==> config.mk <==
export PLATFORM = sky130hd
export DESIGN_NAME = prog_clock_divider
export DESIGN_NICKNAME = d
export VERILOG_FILES = /design/src/rtl/prog_clock_divider_pkg.sv /design/src/rtl/clk_div_channel.sv /design/src/rtl/prog_clock_divider.sv
export SDC_FILE = /design/constraint.sdc
export NUM_CORES = 1
export LEC_CHECK = 0
export ABC_AREA = 1
export BUFFER_PORTS_ARGS = -buffer_cell sky130_fd_sc_hd__buf_4
export CORE_MARGIN = 2
export CORE_UTILIZATION = 40
export CTS_CLUSTER_DIAMETER = 150
export DETAILED_ROUTE_END_ITERATION = 10
export PLACE_DENSITY = 0.58
export SETUP_SLACK_MARGIN = 0.4
export SLEW_MARGIN = 20
export SYNTH_ARGS = -nofsm -noshare
export SYNTH_HDL_FRONTEND = slang
export SYNTH_SLANG_ARGS = --single-unit
==> constraint.sdc <==
create_clock -name clk -period 4.7 [get_ports clk]
set_input_delay 0.47 -clock clk [delete_from_list [all_inputs] [get_ports clk]]
set_output_delay 0.47 -clock clk [all_outputs]
set_load 0.02 [all_outputs]
==> src/rtl/prog_clock_divider_pkg.sv <==
// Shared definitions for the programmable clock divider.
//   DIV_W_DEFAULT : default divisor register width
//   MIN_DIV       : smallest divisor a channel accepts
//   ch_idx_w()    : width of a channel index for a given channel count
package prog_clock_divider_pkg;

    localparam int DIV_W_DEFAULT = 8;
    localparam int MIN_DIV       = 2;

    // A single channel still needs a 1-bit index port.
    function automatic int ch_idx_w(input int num_ch);
        return (num_ch > 1) ? $clog2(num_ch) : 1;
    endfunction

endpackage

==> src/rtl/clk_div_channel.sv <==
// One divider channel: modulo-D counter, active/shadow divisor registers,
// pending flag and the registered divided-clock / tick outputs.
//   clk, rst  : system clock, asynchronous active-low reset
//   en        : channel run enable (level)
//   sync      : restart counter and apply pending divisor now
//   wr        : legal, already-decoded divisor write for this channel
//   wr_div    : divisor carried by the write
//   clk_div   : registered divided clock (high for floor(D/2) cycles)
//   tick      : one-cycle pulse at the start of each output period
//   pending   : a shadow divisor waits for the next period boundary
module clk_div_channel
    import prog_clock_divider_pkg::*;
#(
    parameter int DIV_W       = DIV_W_DEFAULT,
    parameter int DEFAULT_DIV = MIN_DIV
) (
    input  logic             clk,
    input  logic             rst,
    input  logic             en,
    input  logic             sync,
    input  logic             wr,
    input  logic [DIV_W-1:0] wr_div,
    output logic             clk_div,
    output logic             tick,
    output logic             pending
);

    logic [DIV_W-1:0] cnt_q, cnt_d;
    logic [DIV_W-1:0] div_q, div_d;
    logic [DIV_W-1:0] shadow_q, shadow_d;
    logic             pend_q, pend_d;
    logic             clk_div_q, clk_div_d;
    logic             tick_q, tick_d;
    logic             wrap;

    always_comb begin
        cnt_d     = cnt_q;
        div_d     = div_q;
        shadow_d  = shadow_q;
        pend_d    = pend_q;
        clk_div_d = 1'b0;
        tick_d    = 1'b0;
        wrap      = (cnt_q == div_q - DIV_W'(1));

        if (!en) begin
            // Idle channel: no period in flight, so a write can land directly.
            cnt_d = '0;
            if (wr) begin
                div_d    = wr_div;
                shadow_d = wr_div;
                pend_d   = 1'b0;
            end
        end else begin
            clk_div_d = (cnt_q < (div_q >> 1));
            tick_d    = (cnt_q == '0);

            // sync and the natural wrap both start a fresh period; the
            // shadow is only swapped in at that point so no short pulse
            // can appear.
            if (sync || wrap) begin
                cnt_d = '0;
                if (pend_q) begin
                    div_d  = shadow_q;
                    pend_d = 1'b0;
                end
            end else begin
                cnt_d = cnt_q + DIV_W'(1);
            end

            // A write in the same cycle as an apply becomes the next shadow;
            // the apply above has already consumed the old one.
            if (wr) begin
                shadow_d = wr_div;
                pend_d   = 1'b1;
            end
        end
    end

    always_ff @(posedge clk or negedge rst) begin
        if (!rst) begin
            cnt_q     <= '0;
            div_q     <= DIV_W'(DEFAULT_DIV);
            shadow_q  <= DIV_W'(DEFAULT_DIV);
            pend_q    <= 1'b0;
            clk_div_q <= 1'b0;
            tick_q    <= 1'b0;
        end else begin
            cnt_q     <= cnt_d;
            div_q     <= div_d;
            shadow_q  <= shadow_d;
            pend_q    <= pend_d;
            clk_div_q <= clk_div_d;
            tick_q    <= tick_d;
        end
    end

    assign clk_div = clk_div_q;
    assign tick    = tick_q;
    assign pending = pend_q;

endmodule

==> src/rtl/prog_clock_divider.sv <==
// Multi-channel runtime-programmable clock divider.
//   clk, rst   : system clock, asynchronous active-low reset
//   en         : per-channel run enable
//   sync       : phase-align strobe for all enabled channels
//   cfg_valid  : divisor write request
//   cfg_ch     : channel targeted by the write
//   cfg_div    : new divisor (values below MIN_DIV are dropped)
//   cfg_ready  : high once out of reset; writes are accepted while high
//   clk_div    : registered divided clock per channel
//   tick       : one-cycle period-start pulse per channel
//   pending    : per-channel shadow-divisor-waiting flag
module prog_clock_divider
    import prog_clock_divider_pkg::*;
#(
    parameter int NUM_CH      = 4,
    parameter int DIV_W       = DIV_W_DEFAULT,
    parameter int DEFAULT_DIV = 2,
    localparam int CH_W       = ch_idx_w(NUM_CH)
) (
    input  logic              clk,
    input  logic              rst,
    input  logic [NUM_CH-1:0] en,
    input  logic              sync,
    input  logic              cfg_valid,
    input  logic [CH_W-1:0]   cfg_ch,
    input  logic [DIV_W-1:0]  cfg_div,
    output logic              cfg_ready,
    output logic [NUM_CH-1:0] clk_div,
    output logic [NUM_CH-1:0] tick,
    output logic [NUM_CH-1:0] pending
);

    logic              rdy_q, rdy_d;
    logic              wr_ok;
    logic [NUM_CH-1:0] wr_ch;

    always_comb begin
        rdy_d = 1'b1;
    end

    always_ff @(posedge clk or negedge rst) begin
        if (!rst) begin
            rdy_q <= 1'b0;
        end else begin
            rdy_q <= rdy_d;
        end
    end

    assign cfg_ready = rdy_q;

    // Illegal divisors are filtered once here so channels never see them.
    assign wr_ok = cfg_valid && rdy_q && (cfg_div >= DIV_W'(MIN_DIV));

    for (genvar i = 0; i < NUM_CH; i++) begin : g_ch
        assign wr_ch[i] = wr_ok && (cfg_ch == CH_W'(i));

        clk_div_channel #(
            .DIV_W       (DIV_W),
            .DEFAULT_DIV (DEFAULT_DIV)
        ) u_ch (
            .clk     (clk),
            .rst     (rst),
            .en      (en[i]),
            .sync    (sync),
            .wr      (wr_ch[i]),
            .wr_div  (cfg_div),
            .clk_div (clk_div[i]),
            .tick    (tick[i]),
            .pending (pending[i])
        );
    end

endmodule

==> flow_summary.toml <==
[routing]
ant_nets = 0
detail_route.first_pass.iterations = 5
drt_first_iter_violations = 325
via_per_inst = 4.88
routed_wl_um = 15600
drc_errors = 0
routedWlPerCell_um = 13.2
vias = 5769

[sta]
finalSetupViolations = 0
fmax_ghz = 0.465
tightest_slew_ps = 965
holdWs_ps = 249
maxSlewViolCount = 0
rsz0062_at_grt = "no"
hold_viol = 0
slew_headroom_pct = 35.7
fin_crit_ps = 2150
clock_skew_ps = 8.77
timing.final.crit_share_pct = 45.8
tns_ps = 0

[synth]
syn_inst = 941
synthMuxAreaShare_pct = 0
yosys.area.top_type = "dfrtp_1"
ys_seq_elements = 109
synth_area_um2 = 7000
ys_warn_count = 0
synth_adder_area_share_pct = 6.43
synth_top_family_by_area = "simple AND/OR/NAND/NOR gates"
ys_seq_area_share_pct = 39.1
yosysTopAreaCellShare_pct = 36.1
synth_cell_type_count = 37
synthTopCellsByArea = "dfrtp_1, nand2_1, nand3_1"
synth_compound_area_share_pct = 9.24
synth_xor_area_share_pct = 3.75
syn-num-nets = 995
syn_avg_cell_area_um2 = 7.44
yosys.area_share.simple_pct = 32.3

[floorplanning]
die_area_um2 = 18600
die_x_um = 136
design.core.area_um2 = 17200
dieHeight_um = 136
rows = 48
start_util_pct = 40.8
io_pins = 31

[clock_network]
clock_path_buffers = 2
cts_hold_buf = 0
cts_root_buf = "clkbuf_16"
htreeDepth = 3
cts_tree = "done"
post_cts_resized = 0
cts_buffers = 9
clock-sinks = 109
clk_pin_slew_ps = 80
clock_latency_ps = 360
cts_setup_buffers = 0

[placement]
gp_congestion = 0.842
dp.cells = 1165
detailed_place_hpwl_um = 11100
port_buffers = 30

[pwr]
power_density_nw_per_um2 = 368
p_leak_nw = 3.91
ir_worst_vdd_mv = 0.178

[final_layout]
drive_above_1_share_pct = 11.2
diodes = 0
layout_common_cells = "nand2_1, inv_1, dfrtp_1"
syn_to_final_growth_pct = 8.40
nFillCells = 1779
final_common_cell = "nand2_1"
final_cells = 1181
fin_nets = 1005

[critical_path]
critPathArrivalTime_ps = 2440
required_ps = 4990
r2r_end = "g_ch[3].u_ch.div_q[5]"
r2r-start = "g_ch[3].u_ch.div_q[1]"
critPathKind = "flop to flop"
startpoint_type = "flop"
reg2reg_depth = 13
path_max_fanout = 17
cp-end-kind = "flop"
rrSetupSlack_ps = 2550

[outcome]
status = "finished clean"

[grt]
grt_pass1_vias = 5372
antenna_found_initial = 0
grt_overflow = 0
grt.total_usage_pct = 18.2
grt_max_degree = 74
grt_pass1_wl_um = 26800

[job]
drv_cap = 0

[min_path]
hold_path_class = "primary input to asynchronous set/reset pin"
==> worst max-delay path, cell delays in order, from the launching register on <==
cell	delay [ps]
dfstp_2	560
inv_1	50
ha_1	190
nand2_1	130
nand2_1	60
nand2_1	60
nand2_1	50
nand3_1	70
nor2_1	40
nand2_1	100
nand3_2	310
nand2_2	280
nand2_1	80
nand2_1	70
==> flip-flops by register name (all words and copies together), names as in the netlist <==
signal / cells
cfg_ready: 1
g_ch.u_ch.clk_div: 4
g_ch.u_ch.cnt_q: 32
g_ch.u_ch.div_q: 32
g_ch.u_ch.pending: 4
g_ch.u_ch.shadow_q: 32
g_ch.u_ch.tick: 4
==> synth_stat cells (all sizes together) <==
| master | count |
|---|---|
| clkbuf | 10 |
| buf | 22 |
| dfrtp | 101 |
| a21boi | 4 |
| nor3 | 24 |
| a31oi | 4 |
| nand3b | 1 |
| ha | 36 |
| nand2 | 282 |
| nor3b | 2 |
| o21ai | 73 |
| o21bai | 3 |
| nand4 | 4 |
| nor4 | 4 |
| nand3 | 101 |
| dfstp | 8 |
| nor2 | 94 |
| a211o | 4 |
| o211ai | 4 |
| a21oi | 12 |
| inv | 113 |
| xnor2 | 11 |
| conb | 1 |
| xor2 | 19 |
| a21o | 4 |
==> how the worst max path moves through the flow <==
stage,startpoint,to,slack (ps),cells after the start
after floorplan,g_ch[2].u_ch.div_q[1],g_ch[2].u_ch.div_q[0],2880,13
after global placement,cfg_div[6],g_ch[1].u_ch.div_q[0],2580,10
after detailed placement,cfg_div[6],g_ch[1].u_ch.div_q[5],2580,10
after CTS,g_ch[3].u_ch.div_q[1],g_ch[3].u_ch.div_q[5],2550,13
after global routing,g_ch[3].u_ch.div_q[1],g_ch[3].u_ch.div_q[0],2270,13
final,g_ch[3].u_ch.div_q[1],g_ch[3].u_ch.div_q[5],2550,13
==> per-layer routing <==
metal | GRT usage, % | routed length [um] | vias up | part of all wire [%]
met5 | 0 | 0 | - | 0
met4 | 5.38 | 188 | 0 | 1.2
met3 | 2.35 | 340 | 12 | 2.2
met2 | 29.4 | 7170 | 69 | 46
met1 | 25.5 | 7870 | 2668 | 51
li1 | - | - | 3020 | -
==> power breakdown <==
| part | internal, W | leakage, nW | switching, W |
|---|---|---|---|
| Clock | 0.000390 | 0.141 | 0.000377 |
| Sequential | 0.00109 | 1.38 | 0.000142 |
| Combinational | 0.000306 | 2.39 | 0.000494 |
| Total | 0.00178 | 3.91 | 0.00101 |
==> area by class of cell <==
cell class | count | area (um^2) | area share [%]
clock buffer | 11 | 253 | 3.33
clock inverter | 5 | 35.0 | 0.462
inverter | 113 | 424 | 5.59
multi-input combinational | 687 | 3630 | 47.8
sequential | 109 | 2740 | 36.1
tap | 225 | 282 | 3.71
timing repair buffer | 31 | 233 | 3.07
==> per-stage QoR <==
| stage | utilization [%] | instance area (um^2) | worst slack (ps) | total power (W) |
|---|---|---|---|---|
| 6_report | 44.2 | 7590 | 2550 | 0.00280 |
| 5_1_grt | 44.2 | 7590 | 2270 | 0.00303 |
| 4_1_cts | 44.2 | 7590 | 2550 | 0.00282 |
| 3_5_place_dp | 42.5 | 7300 | 2580 | 0.00205 |
| 3_3_place_gp | 42.5 | 7300 | 2580 | 0.00204 |
| 2_1_floorplan | - | 7000 | 2880 | 0.00185 |
==> kinds of logic after synthesis <==
| kind of cell | after synthesis |
|---|---|
| and+or+nand+nor | 512 |
| buffers and inverters | 145 |
| DFF | 109 |
| AOI/OAI and AO/OA | 108 |
| adders and majority gates | 36 |
| xor gates and xnor gates | 30 |
| other | 1 |
Power figures use the tool's default switching activity.
